File: src/rtl/taximeter_bin2bcd_seq.sv
// Sequential double-dabble binary-to-BCD converter for the taximeter display path.
// Saturates the input to DIGITS decimal digits and produces a leading-zero blank mask.
module taximeter_bin2bcd_seq #(
    parameter int WIDTH  = 17,
    parameter int DIGITS = 5
) (
    input  logic                  clk_50MHz,
    input  logic                  rst_n,
    input  logic                  start,
    input  logic [WIDTH-1:0]      bin,
    output logic                  busy,
    output logic                  done,
    output logic [4*DIGITS-1:0]   bcd,
    output logic [DIGITS-1:0]     blank,
    output logic                  ovf
);

    localparam int BW = 4 * DIGITS;
    localparam int CW = $clog2(WIDTH + 1);
    localparam logic [WIDTH-1:0] MAXVAL    = WIDTH'(10 ** DIGITS - 1);
    localparam logic [CW-1:0]    CNT_LOAD  = CW'(WIDTH);
    localparam logic [CW-1:0]    CNT_ONE   = CW'(1);
    localparam logic [DIGITS-1:0] BLANK_RST = {{(DIGITS - 1){1'b1}}, 1'b0};

    typedef enum logic [0:0] {
        ST_IDLE  = 1'b0,
        ST_SHIFT = 1'b1
    } state_t;

    state_t              state_q, state_d;
    logic [CW-1:0]       cnt_q, cnt_d;
    logic [WIDTH-1:0]    src_q, src_d;
    logic [BW-1:0]       work_q, work_d;
    logic                ovf_pend_q, ovf_pend_d;
    logic [BW-1:0]       bcd_q, bcd_d;
    logic [DIGITS-1:0]   blank_q, blank_d;
    logic                ovf_q, ovf_d;
    logic                done_q, done_d;

    // Double-dabble correction: any digit >= 5 gets +3 so the following shift carries correctly.
    function automatic logic [BW-1:0] add3_digits(input logic [BW-1:0] w);
        logic [BW-1:0] res;
        res = w;
        for (int i = 0; i < DIGITS; i++) begin
            if (w[4*i +: 4] >= 4'd5) begin
                res[4*i +: 4] = w[4*i +: 4] + 4'd3;
            end else begin
                res[4*i +: 4] = w[4*i +: 4];
            end
        end
        return res;
    endfunction

    // Digit i is blanked only when it and every more significant digit are zero; ones never blank.
    function automatic logic [DIGITS-1:0] blank_mask(input logic [BW-1:0] v);
        logic [DIGITS-1:0] m;
        logic              upper_zero;
        m          = '0;
        upper_zero = 1'b1;
        for (int i = DIGITS - 1; i >= 1; i--) begin
            upper_zero = upper_zero && (v[4*i +: 4] == 4'd0);
            m[i]       = upper_zero;
        end
        return m;
    endfunction

    // Next-state and result computation.
    always_comb begin
        state_d    = state_q;
        cnt_d      = cnt_q;
        src_d      = src_q;
        work_d     = work_q;
        ovf_pend_d = ovf_pend_q;
        bcd_d      = bcd_q;
        blank_d    = blank_q;
        ovf_d      = ovf_q;
        done_d     = 1'b0;
        case (state_q)
            ST_IDLE: begin
                if (start) begin
                    src_d      = (bin > MAXVAL) ? MAXVAL : bin;
                    ovf_pend_d = (bin > MAXVAL);
                    work_d     = '0;
                    cnt_d      = CNT_LOAD;
                    state_d    = ST_SHIFT;
                end else begin
                    state_d = ST_IDLE;
                end
            end
            ST_SHIFT: begin
                {work_d, src_d} = {add3_digits(work_q), src_q} << 1;
                cnt_d           = cnt_q - CNT_ONE;
                if (cnt_q == CNT_ONE) begin
                    bcd_d   = work_d;
                    ovf_d   = ovf_pend_q;
                    blank_d = blank_mask(work_d);
                    done_d  = 1'b1;
                    state_d = ST_IDLE;
                end else begin
                    state_d = ST_SHIFT;
                end
            end
            default: begin
                state_d = ST_IDLE;
            end
        endcase
    end

    // State and result registers with asynchronous reset.
    always_ff @(posedge clk_50MHz or negedge rst_n) begin
        if (!rst_n) begin
            state_q    <= ST_IDLE;
            cnt_q      <= '0;
            src_q      <= '0;
            work_q     <= '0;
            ovf_pend_q <= 1'b0;
            bcd_q      <= '0;
            blank_q    <= BLANK_RST;
            ovf_q      <= 1'b0;
            done_q     <= 1'b0;
        end else begin
            state_q    <= state_d;
            cnt_q      <= cnt_d;
            src_q      <= src_d;
            work_q     <= work_d;
            ovf_pend_q <= ovf_pend_d;
            bcd_q      <= bcd_d;
            blank_q    <= blank_d;
            ovf_q      <= ovf_d;
            done_q     <= done_d;
        end
    end

    assign busy  = (state_q == ST_SHIFT);
    assign done  = done_q;
    assign bcd   = bcd_q;
    assign blank = blank_q;
    assign ovf   = ovf_q;

endmodule

File: config.mk
export PLATFORM = sky130hd
export DESIGN_NAME = taximeter_bin2bcd_seq
export DESIGN_NICKNAME = d
export VERILOG_FILES = /design/src/rtl/taximeter_bin2bcd_seq.sv
export SDC_FILE = /design/constraint.sdc
export NUM_CORES = 1
export LEC_CHECK = 0
export BUFFER_PORTS_ARGS = -buffer_cell sky130_fd_sc_hd__buf_2
export CORE_MARGIN = 2
export CORE_UTILIZATION = 51
export CTS_CLUSTER_SIZE = 28
export DETAILED_ROUTE_END_ITERATION = 6
export PLACE_DENSITY = 0.75
export SLEW_MARGIN = 40
export SYNTH_ARGS = -nofsm -noshare
export SYNTH_HDL_FRONTEND = slang
export SYNTH_SLANG_ARGS = --single-unit
File: constraint.sdc
create_clock -name clk_50MHz -period 2.2 [get_ports clk_50MHz]
set_clock_uncertainty 0.05 [all_clocks]
set_input_delay 0.11 -clock clk_50MHz [delete_from_list [all_inputs] [get_ports clk_50MHz]]
set_output_delay 0.11 -clock clk_50MHz [all_outputs]
set_load 0.03 [all_outputs]
* Word level (Yosys, flattened, before mapping)
Cells that the tools add are included.
** Cells by class
- Multipliers :: 0
- Eq/ne operators :: 2
- Bitwise operators :: 1
- Reductions and logical operators :: 9
- Shift-type cells :: 0
- Order comparisons :: 6
- Muxes and demuxes :: 22
- Divide/modulo/power cells :: 0
- Add/subtract/negate cells :: 6
** Operators by type and width (number)
- 20-bit one-hot mux with 2 select lines :: 1
- 17-bit two-way mux :: 2
- 17-bit one-hot mux with 2 select lines :: 1
- 4-bit two-way mux :: 8
- 4-bit by 3-bit greater-or-equal comparator with 1-bit output, second input constant :: 5
- 20-bit two-way mux :: 1
- 17-bit > comparator, second input constant :: 1
- 4-bit by 2-bit adder with 4-bit output, second input constant :: 4
- 4-bit zero test :: 4
- 5-bit one-hot mux with 2 select lines :: 1
- 3-bit two-way mux :: 2
- 5-bit by 1-bit == test with 1-bit output, second input constant :: 1
- 5-bit two-way mux :: 1
- 5-bit by 1-bit subtractor with 5-bit output, second input constant :: 1
- 1-bit two-way mux :: 4
- 2-bit AND reduction :: 2
- 3-bit by 2-bit adder with 3-bit output, second input constant :: 1
- 1-bit logical AND :: 3
- 2-bit inequality test, second input constant :: 1
- 1-bit one-hot mux with 2 select lines :: 1
- 1-bit NOT :: 1
** Storage, ports and cells
- Memories :: 0
- Register bits after elaboration :: 70
- Input port bits :: 20
- ROM bits :: 0
- Bits in latches :: 0
- Memory bits (writable) :: 0

* Logic depth before layout (Yosys ltp)
Gate-level depths: netlist (run 1).
- Depth after elaboration :: 7
- Mapped depth :: 8
- Mapped depth without buffers :: 8

* Worst setup path after synthesis (run 1)
OpenSTA, ideal clock, no wires.
- Path kind :: register -> register
- Start :: reg work_q[8]
- End :: reg blank_q[1], in the netlist blank[1]
- Path buffers :: 0
- Data required time :: 2078 ps
- Path slack :: -46 ps
- Cell stages (with the launch flop) :: 8
- Arrival :: 2124 ps
- Cell sequence :: dfrtp_1 > ha_1 > nand2b_1 > a21oi_2 > mux2i_1 > or4_1 > or4_1 > o21ai_1
** Between the ends
- Cells in the longest elaborated chain, start to end :: 7
** RTL lines
- from (decl) :: RTL line 33 : logic [BW-1:0] work_q, work_d;
- from (signal assigned) :: RTL line 125 : work_q <= work_d;
- 4-bit by 2-bit adder with 4-bit output / 4-bit by 3-bit greater-or-equal comparator with 1-bit output (equally long branches) :: RTL line 46, 45
- 4-bit two-way mux (*) :: RTL line 45 : if (w[4*i +: 4] >= 4'd5) begin
- 4-bit two-way mux (*) :: RTL line 78 : case (state_q)
- 4-bit zero test :: RTL line 61 : upper_zero = upper_zero && (v[4*i +: 4] == 4'd0);
- 1-bit logical AND :: RTL line 61
- 1-bit logical AND (*) (2 in a row) :: RTL line 61
- to (signal assigned) :: RTL line 128 : blank_q <= blank_d;
- to (decl) :: RTL line 36 : logic [DIGITS-1:0] blank_q, blank_d;
Every way passes the cells marked *; elsewhere a longest branch is shown, timed or not. The select of a mux whose other input is x is not followed.
A chain may end at the register's enable or synchronous reset.

* Final worst setup path (run 1)
Ends and elaborated chain as after synthesis.

==> impl_metrics.json, run 1 <==
{
  "setup.worst_path.class": "reg -> reg",
  "place.gp.congestion": 0.819,
  "peakVddDrop_mv": 0.483,
  "p_per_area_nw_per_um2": 1550,
  "cap_violations": 0,
  "syn-mean-instance-area_sq_um": 9.07,
  "drive_above_1_share": 0.247,
  "hold_path.class": "in -> reg",
  "fin_cells": 526,
  "syn_inst": 376,
  "wire_per_inst_um": 13.2,
  "cts_sinks": 70,
  "yosys.cell_types.count": 36,
  "htree_levels": 3,
  "cp_max_fo": 3,
  "wirelength_um": 6960,
  "power.leakage_nw": 2.09,
  "row_count": 29,
  "die_x_um": 85.8,
  "grt_pass1_wl_um": 11800,
  "clockBufferDepth": 2,
  "diodes": 0,
  "synthToLayoutAreaGrowth_pct": 22.7,
  "synth_seq_cells": 70,
  "maxSlewViolCount": 0,
  "nets": 476,
  "drt_iter0_markers": 153,
  "tns_ps": -79.3,
  "rsz0062_at_grt": "yes",
  "io_buffer_count": 46,
  "outcome": "finished, violations left",
  "max_freq_mhz": 439,
  "antenna_found_initial": 0,
  "antenna_left": 0,
  "die_y_um": 85.8,
  "fin_crit_sh": 1.04,
  "nFillCells": 530,
  "violations": "design-rule violations, negative setup slack",
  "hold_violations": 0,
  "fin_crit_ps": 2280,
  "yosysWarnings": 0,
  "crit_required_ps": 2430,
  "placedCellCount": 500,
  "core-area_sq_um": 6420,
  "crit_path_start_kind": "flop",
  "drc": 8,
  "num_vias": 2750,
  "relSlewSlack": 0.515,
  "ys_seq_area_frac": 0.515,
  "multiInputGateArea_sq_um": 1610,
  "endpoint_kind": "flop",
  "setup_viol": 2,
  "overflow": 0,
  "cts-root-buf": "clkbuf_8",
  "first_pass_iters": 7,
  "numCtsBuffers": 9,
  "die_area_sq_um": 7360,
  "regArea_sq_um": 1760,
  "first_global_vias": 2531,
  "fin_ws_ps": -77.5,
  "grt_usage": 0.203,
  "viasPerCell": 5.23,
  "cp.arrival_ps": 2510,
  "hpwl_um": 4540,
  "tightest_slew_ps": 728,
  "num_io_pins": 48,
  "clk_latency_ps": 350,
  "clkTransAtPathRegs_ps": 70,
  "syn_nets": 408,
  "power_mw": 6.48,
  "grt_max_degree": 83,
  "cts_tree": "yes",
  "synth_area_sq_um": 3410,
  "start_util": 0.531
}
==> final cells by class <==
class | count | area share
Sequential cell | 70 | 0.420
Multi-Input combinational cell | 269 | 0.384
Timing Repair Buffer | 76 | 0.112
Clock buffer | 12 | 0.0323
Tap cell | 77 | 0.0230
Inverter | 18 | 0.0164
Clock inverter | 4 | 0.0114
==> through the flow <==
stage	worst slack, ps	hold WS [ps]	util	cell area (sq um)
4_1_cts	-6.34	12.1	0.643	4130
6_report	-77.5	19.3	0.651	4180
3_3_place_gp	-12.5	111	0.600	3850
5_1_grt	-128	28.7	0.651	4180
2_1_floorplan	2.85	-236	-	3440
3_5_place_dp	-91.0	109	0.600	3850
==> critical path, cell delays in order (launching register included) <==
cell,delay (ps)
dfrtp_2,410
inv_2,70
ha_4,180
buf_4,150
a21oi_4,150
nand2_2,80
or4_4,510
or4_4,490
o21ai_2,120
==> power by group <==
| part | leakage, nW | total [mW] | internal [mW] | switching, mW |
|---|---|---|---|---|
| Sequential | 0.874 | 2.22 | 1.85 | 0.372 |
| Combinational | 1.13 | 3.27 | 1.40 | 1.86 |
| Clock | 0.0904 | 0.993 | 0.521 | 0.472 |
| Total | 2.09 | 6.48 | 3.78 | 2.71 |
==> final timing paths <==
check	endpoint	slack (ps)	cells after the start	startpoint
setup / recovery	blank[1]	-80	8	work_q[8]
hold / removal	src_q[0]	20	3	bin[0]
setup reg to reg	blank[1]	-80	8	work_q[8]
hold reg to reg	blank[4]	410	2	blank[4]
max in group asynchronous	blank[1]	1520	3	rst_n
min in group asynchronous	work_q[15]	260	3	rst_n
==> layer usage <==
layer,up-vias,track usage,share of wire
met5,-,0,0
met4,0,0.0750,0.014
met3,10,0.0539,0.047
met2,65,0.310,0.46
met1,1278,0.281,0.48
li1,1397,-,-
==> layout by cell type, fill, tap and decap left out, drive strengths merged, types with 5 or more instances in the layout <==
cell and count:
nand2 104, buf 75, dfrtp 66, o21ai 34, a21oi 20, nand2b 19, inv 17, mux2i 12
ha 12, clkbuf 12, nor2 11, o31ai 10, o22ai 7, xnor2 5
==> synth_stat cells (all sizes together) <==
| master | n | area, sq um |
|---|---|---|
| nand2 | 104 | 390 |
| dfrtp | 66 | 1650 |
| conb | 1 | 3.75 |
| and3 | 4 | 25.0 |
| xnor2 | 5 | 43.8 |
| ha | 12 | 150 |
| a21oi | 20 | 104 |
| nor4 | 4 | 25.0 |
| nor3b | 4 | 30.0 |
| a221oi | 3 | 26.3 |
| or2b | 1 | 7.51 |
| clkbuf | 15 | 56.3 |
| nand4b | 2 | 23.8 |
| dfstp | 4 | 105 |
| or4 | 2 | 15.0 |
| mux2i | 12 | 120 |
| o21a | 2 | 15.0 |
| o22ai | 7 | 43.8 |
| xor2 | 2 | 17.5 |
| o21bai | 1 | 7.51 |
| nand2b | 19 | 119 |
| a31oi | 3 | 18.8 |
| o31ai | 10 | 75.1 |
| buf | 4 | 20.0 |
| o21ai | 34 | 170 |
| nor3 | 4 | 20.0 |
| nand4 | 1 | 6.26 |
| nor2 | 11 | 41.3 |
| clkinv | 1 | 3.75 |
| mux2 | 1 | 11.3 |
| inv | 17 | 63.8 |
==> what timing repair did <==
item / 4_1_cts / 5_1_grt
hold buffers: 1 / 0
buffers inserted: 8 / 2
pin swaps: 3 / 7
gates resized for setup: 6 / 11
endpoints found under the hold margin: 66 / 0
endpoints found under the setup margin: 1 / 3
==> registers in the layout (all words and copies together) (netlist names) <==
| register | flops |
|---|---|
| bcd | 20 |
| work_q | 20 |
| src_q | 17 |
| cnt_q | 5 |
| blank | 4 |
| busy | 1 |
| done | 1 |
| ovf | 1 |
| ovf_pend_q | 1 |
==> kinds of logic (layout without fill, tap and decap cells) <==
group / after synthesis / count (layout) / share of synthesized area
AND/OR/NAND/NOR: 156 / 156 / 0.206
AO/OA/AOI/OAI: 80 / 80 / 0.135
flip-flops: 70 / 70 / 0.515
buffers and inverters: 37 / 110 / 0.0422
multiplexers: 13 / 13 / 0.0385
adder cells (fa/ha/maj): 12 / 12 / 0.0440
XOR/XNOR: 7 / 7 / 0.0180
other: 1 / 1 / 0.00110
Note: power is estimated with default switching activity, not from simulation.
==> inputs of run 2 (changes only) <==
- CORE_ASPECT_RATIO: default -> 1.5
==> run 2 against run 1 <==
Net effect: the flow now finishes without violations; routed wire length grew 0.59%; critical path depth shrank 1; non-clock buffer count shrank 6; worst setup slack gained 100 ps; design area shrank 0.24%; highest routed layer unchanged; register-to-register slack gained 100 ps; via count grew 1.2%; cell count shrank 1.3%; critical path type unchanged; sequential share of layout area grew 0.071 points.
==> impl_metrics.json, run 2 (synthesis gave the netlist of run 1 again) <==
{
  "overflow": 0,
  "antenna_found_initial": 0,
  "numCtsBuffers": 9,
  "p_per_area_nw_per_um2": 1590,
  "diodes": 0,
  "grt_busiest_layer": "met2",
  "multiInputGateArea_sq_um": 1560,
  "final_cell_mix": "104 x nand2_1, 65 x dfrtp_1, 46 x buf_2, 33 x o21ai_0, 22 x buf_4",
  "final_common_cell": "nand2_1",
  "maxSlewViolCount": 0,
  "clkPwrFrac": 0.208,
  "fin_crit_sh": 0.990,
  "endpoint_kind": "flop",
  "cp_max_fo": 3,
  "drc": 0,
  "row_count": 36,
  "regArea_sq_um": 1760,
  "num_vias": 2782,
  "rsz0062_at_grt": "yes",
  "cap_violations": 0,
  "hold_violations": 0,
  "hold_path.class": "in -> reg",
  "relSlewSlack": 0.520,
  "whs_path_depth": 3,
  "fin_crit_ps": 2180,
  "outcome": "finished clean",
  "die_area_sq_um": 7370,
  "reg2reg_from": "work_q[8]",
  "crit_required_ps": 2430,
  "place.gp.congestion": 0.828,
  "rr_worst_depth": 7,
  "clockBufferDepth": 2,
  "hold_path_end": "src_q[15]",
  "power_mw": 6.65,
  "use_met1": 0.254,
  "first_pass_iters": 4,
  "start_util": 0.526,
  "internal_power_mw": 4.01,
  "io_buffer_count": 46,
  "tns_ps": 0,
  "nets": 470,
  "die_x_um": 70.8,
  "first_global_vias": 2816,
  "drt_iter0_markers": 189,
  "setup.worst_path.class": "reg -> reg",
  "worst_r2r_endpoint": "blank[1]",
  "peakVddDrop_mv": 0.778,
  "cts_tree": "yes",
  "drive_above_1_share": 0.226,
  "p_sw_mw": 2.63,
  "num_io_pins": 48,
  "clk_latency_ps": 350,
  "wirelength_um": 7000,
  "min_from": "bin[15]",
  "grt_pass1_wl_um": 12200,
  "cp_num_buf_inv": 0,
  "grt_usage": 0.207,
  "worst_path_largest_cell_delay_ps": 530,
  "setup_viol": 0,
  "cts_sinks": 70,
  "nFillCells": 556,
  "cp_common_cell": "or4_1",
  "power.leakage_nw": 2.10,
  "cp_top_family": "simple AND/OR/NAND/NOR gates",
  "p_comb_frac": 0.460,
  "seqPwrFrac": 0.332,
  "core-area_sq_um": 6490,
  "r2r_slack_ps": 20,
  "cp.arrival_ps": 2410,
  "cts-root-buf": "clkbuf_8",
  "synthToLayoutAreaGrowth_pct": 22.4,
  "htree_levels": 3,
  "max_freq_mhz": 459,
  "antenna_left": 0,
  "crit_path_start_kind": "flop",
  "use_met2": 0.344,
  "grt_max_degree": 83,
  "tightest_slew_ps": 720,
  "clkTransAtPathRegs_ps": 70,
  "die_y_um": 104,
  "wire_per_inst_um": 13.5,
  "use_met3": 0.0446,
  "cp_slowest_cell": "or4_1",
  "viasPerCell": 5.36,
  "worstPathCellList": "ha_2 -> nand2b_4 -> a21oi_4 -> xnor2_2 -> or4_1 -> or4_1 -> o21ai_1",
  "hpwl_um": 4620,
  "swShare": 0.396
}
==> run 2: cell types whose count changed in the layout (fill, tap and decap cells not counted), sizes merged <==
| cell | delta |
|---|---|
| clkbuf | -2 |
| buf | -6 |
| clkinv | -1 |
| bufinv | +3 |
==> run 2: per-layer routing <==
| metal | vias up | routed length, um | part of all wire |
|---|---|---|---|
| met1 | 1321 | 2970 | 0.42 |
| met2 | 63 | 3620 | 0.52 |
| li1 | 1386 | - | - |
| met3 | 12 | 255 | 0.036 |
| met5 | - | 0 | 0 |
| met4 | 0 | 152 | 0.022 |
==> run 2: power groups by stage <==
stage	clock network [mW]	logic, mW	registers [mW]
floorplan	0	1.72	2.55
global placement	0	2.86	2.19
detailed placement	0	2.95	2.22
CTS	1.40	3.03	2.20
global route	1.45	3.45	2.28
finish	1.39	3.06	2.20
==> run 2: layout make-up <==
cell class | instances | area share
Clock buffer | 10 | 0.0330
Clock inverter | 6 | 0.0318
Inverter | 18 | 0.0165
Multi-Input combinational cell | 269 | 0.373
Sequential cell | 70 | 0.421
Tap cell | 76 | 0.0228
Timing Repair Buffer | 70 | 0.102
==> run 2: worst min-delay path, delay by kind of cell <==
kind | cells | cell delay [ps]
buf+inv | 1 | 80
mux | 1 | 50
compound gates | 1 | 140
==> run 2: what timing repair did <==
item / CTS / global route
cloned: 0 / 0
pin swaps: 5 / 2
endpoints found under the setup margin: 1 / 1
gates resized for setup: 4 / 1
endpoints found under the hold margin: 66 / 0
setup buffers: 2 / 2
hold buffers: 1 / 0
==> run 2: worst max path at each step <==
stage / start / endpoint / slack (ps) / cells past startpoint
global placement: work_q[9] / blank[1] / -30 / 8
floorplan: work_q[8] / blank[1] / 3 / 8
global route: work_q[9] / blank[1] / -70 / 8
CTS: work_q[9] / blank[1] / 30 / 8
finish: work_q[8] / blank[1] / 20 / 7
detailed placement: work_q[9] / blank[1] / -90 / 8
==> run 2: stage by stage <==
stage,util,worst slack [ps],hold slack [ps],std cells,instance area [sq um]
global placement,0.593,-32.6,108,498,3840
global route,0.644,-70.9,43.0,519,4170
detailed placement,0.593,-85.9,114,498,3840
CTS,0.640,27.6,17.3,517,4150
floorplan,-,2.85,-236,376,3440
finish,0.644,22.6,27.6,519,4170
==> inputs of run 3 (changes only) <==
- CORE_UTILIZATION: 51 -> 46
- GPL_TIMING_DRIVEN: default -> 0
- PLACE_DENSITY: 0.75 -> 0.69
- clock period: 2.2 -> 2 ns (I/O delays scaled with it)
==> run 3 against run 2 <==
Net effect: via count up 0.43%; routed wire length up 8.9%; sequential power up 12%; worst hold slack worse by 19 ps; critical path depth unchanged; design area about the same; highest routed layer unchanged; the flow now finishes with violations (negative setup slack); utilization down 6.5 points; first-iteration DRC count down 3.7%.
==> impl_metrics.json, run 3 (synthesis gave the netlist of run 1 again) <==
{
  "outcome": "finished, violations left",
  "violations": "negative setup slack",
  "cts-root-buf": "clkbuf_8",
  "setup_viol": 1,
  "die_y_um": 109,
  "row_count": 38,
  "rr_worst_depth": 7,
  "grt_pass1_wl_um": 12900,
  "nets": 475,
  "cp.arrival_ps": 2400,
  "hold_path_end": "src_q[0]",
  "antenna_found_initial": 0,
  "power.leakage_nw": 2.04,
  "drive_above_1_share": 0.219,
  "clk_latency_ps": 350,
  "cp_top_family": "simple AND/OR/NAND/NOR gates",
  "multiInputGateArea_sq_um": 1590,
  "hpwl_um": 5550,
  "worstPathCellList": "ha_2 -> nand2b_4 -> a21oi_4 -> xnor2_2 -> or4_4 -> or4_1 -> o21ai_1",
  "first_pass_iters": 4,
  "pre_cts_ws_ps": -307,
  "cts_tree": "yes",
  "cap_violations": 0,
  "fin_crit_ps": 2170,
  "die_area_sq_um": 8130,
  "place_area_sq_um": 3840,
  "synthToLayoutAreaGrowth_pct": 22.5,
  "drc": 0,
  "start_util": 0.472,
  "regArea_sq_um": 1760,
  "first_global_vias": 2777,
  "p_per_area_nw_per_um2": 1680,
  "wirelength_um": 7620,
  "critPathLaunch": "work_q[8]",
  "max_freq_mhz": 461,
  "drt_iter0_markers": 182,
  "r2r_slack_ps": -170,
  "tightest_slew_ps": 612,
  "wire_per_inst_um": 13.9,
  "postLayoutCellArea_sq_um": 4180,
  "cp_max_fo": 4,
  "hold_path.class": "in -> reg",
  "nFillCells": 679,
  "rsz0062_at_grt": "yes",
  "numCtsBuffers": 9,
  "grt_max_degree": 55,
  "diodes": 0,
  "crit_required_ps": 2230,
  "min_from": "bin[0]",
  "overflow": 0,
  "antenna_left": 0,
  "final_cell_mix": "104 x nand2_1, 65 x dfrtp_1, 45 x buf_2, 32 x o21ai_0, 18 x nand2b_1",
  "grt_usage": 0.211,
  "fin_util": 0.578,
  "whs_path_depth": 3,
  "final_common_cell": "nand2_1",
  "worst_r2r_endpoint": "blank[1]",
  "place.gp.congestion": 0.823,
  "die_x_um": 74.3,
  "peakVddDrop_mv": 0.673,
  "cp_slowest_cell": "or4_4",
  "crit_path_start_kind": "flop",
  "core-area_sq_um": 7230,
  "cts_sinks": 70,
  "setup.worst_path.class": "reg -> reg",
  "tns_ps": -171,
  "htree_levels": 3,
  "worst_path_largest_cell_delay_ps": 510,
  "hold_violations": 0,
  "viasPerCell": 5.10,
  "fin_ws_ps": -171,
  "maxSlewViolCount": 0,
  "endpoint_kind": "flop",
  "io_buffer_count": 46,
  "clockBufferDepth": 2,
  "relSlewSlack": 0.592,
  "fin_crit_sh": 1.09,
  "power_mw": 7.00,
  "num_vias": 2794,
  "reg2reg_from": "work_q[8]",
  "cp_num_buf_inv": 0,
  "num_io_pins": 48,
  "clkTransAtPathRegs_ps": 70
}
run 3: cell types whose count changed in the layout (fill, tap and decap cells not counted), sizes merged:
cell      before  now
clkbuf        10   27
buf           69   59
bufinv         4    2
clkinv         2    3
clkinvlp       1    0
run 3: final cells by class:
cell class,count,share of cell area
buffer,19,0.0189
clock buffer,12,0.0347
clock inverter,4,0.0168
inverter,18,0.0174
multi-input combinational,269,0.382
sequential,70,0.421
tap,100,0.0299
timing repair buffer,56,0.0800
run 3: per-stage QoR:
| step | std cells | hold WS, ps |
|---|---|---|
| 2_1_floorplan | 376 | -246 |
| 3_3_place_gp | 522 | 354 |
| 3_5_place_dp | 523 | -105 |
| 4_1_cts | 548 | 2.26 |
| 5_1_grt | 548 | 18.9 |
| 6_report | 548 | 8.67 |
run 3: worst min-delay path: stages:
cell and delay (ps):
buf_2 110, nor2_1 100, nor3_1 60
run 3: what timing repair did:
action                                  in CTS  in global routing
hold buffers                                 1                  0
endpoints found under the setup margin       3                  3
hold endpoints to repair                    66                  0
resized for setup                           13                  5
buffers inserted                             8                  0
pin swaps                                    9                  2
run 3: worst max-delay path by stage:
stage          slack, ps  depth (start not counted)       end
5_1_grt             -260                          7  blank[1]
2_1_floorplan       -150                          8  blank[1]
4_1_cts             -170                          7  blank[1]
3_3_place_gp        -290                          7  blank[1]
3_5_place_dp        -310                          8  blank[1]
6_report            -170                          7  blank[1]
run 3: report_power, final:
part | switching (mW) | internal (mW) | total (mW)
registers | 0.435 | 2.03 | 2.47
clock network | 0.504 | 0.733 | 1.24
logic | 2.00 | 1.30 | 3.30
run 3: metal layers:
metal,up-vias,part of all wire,wire (um),global-route usage
met5,-,0,0,0
met4,0,0.010,76,0.0676
met3,7,0.039,296,0.0596
met2,60,0.52,3950,0.360
met1,1318,0.43,3300,0.257
li1,1409,-,-,-
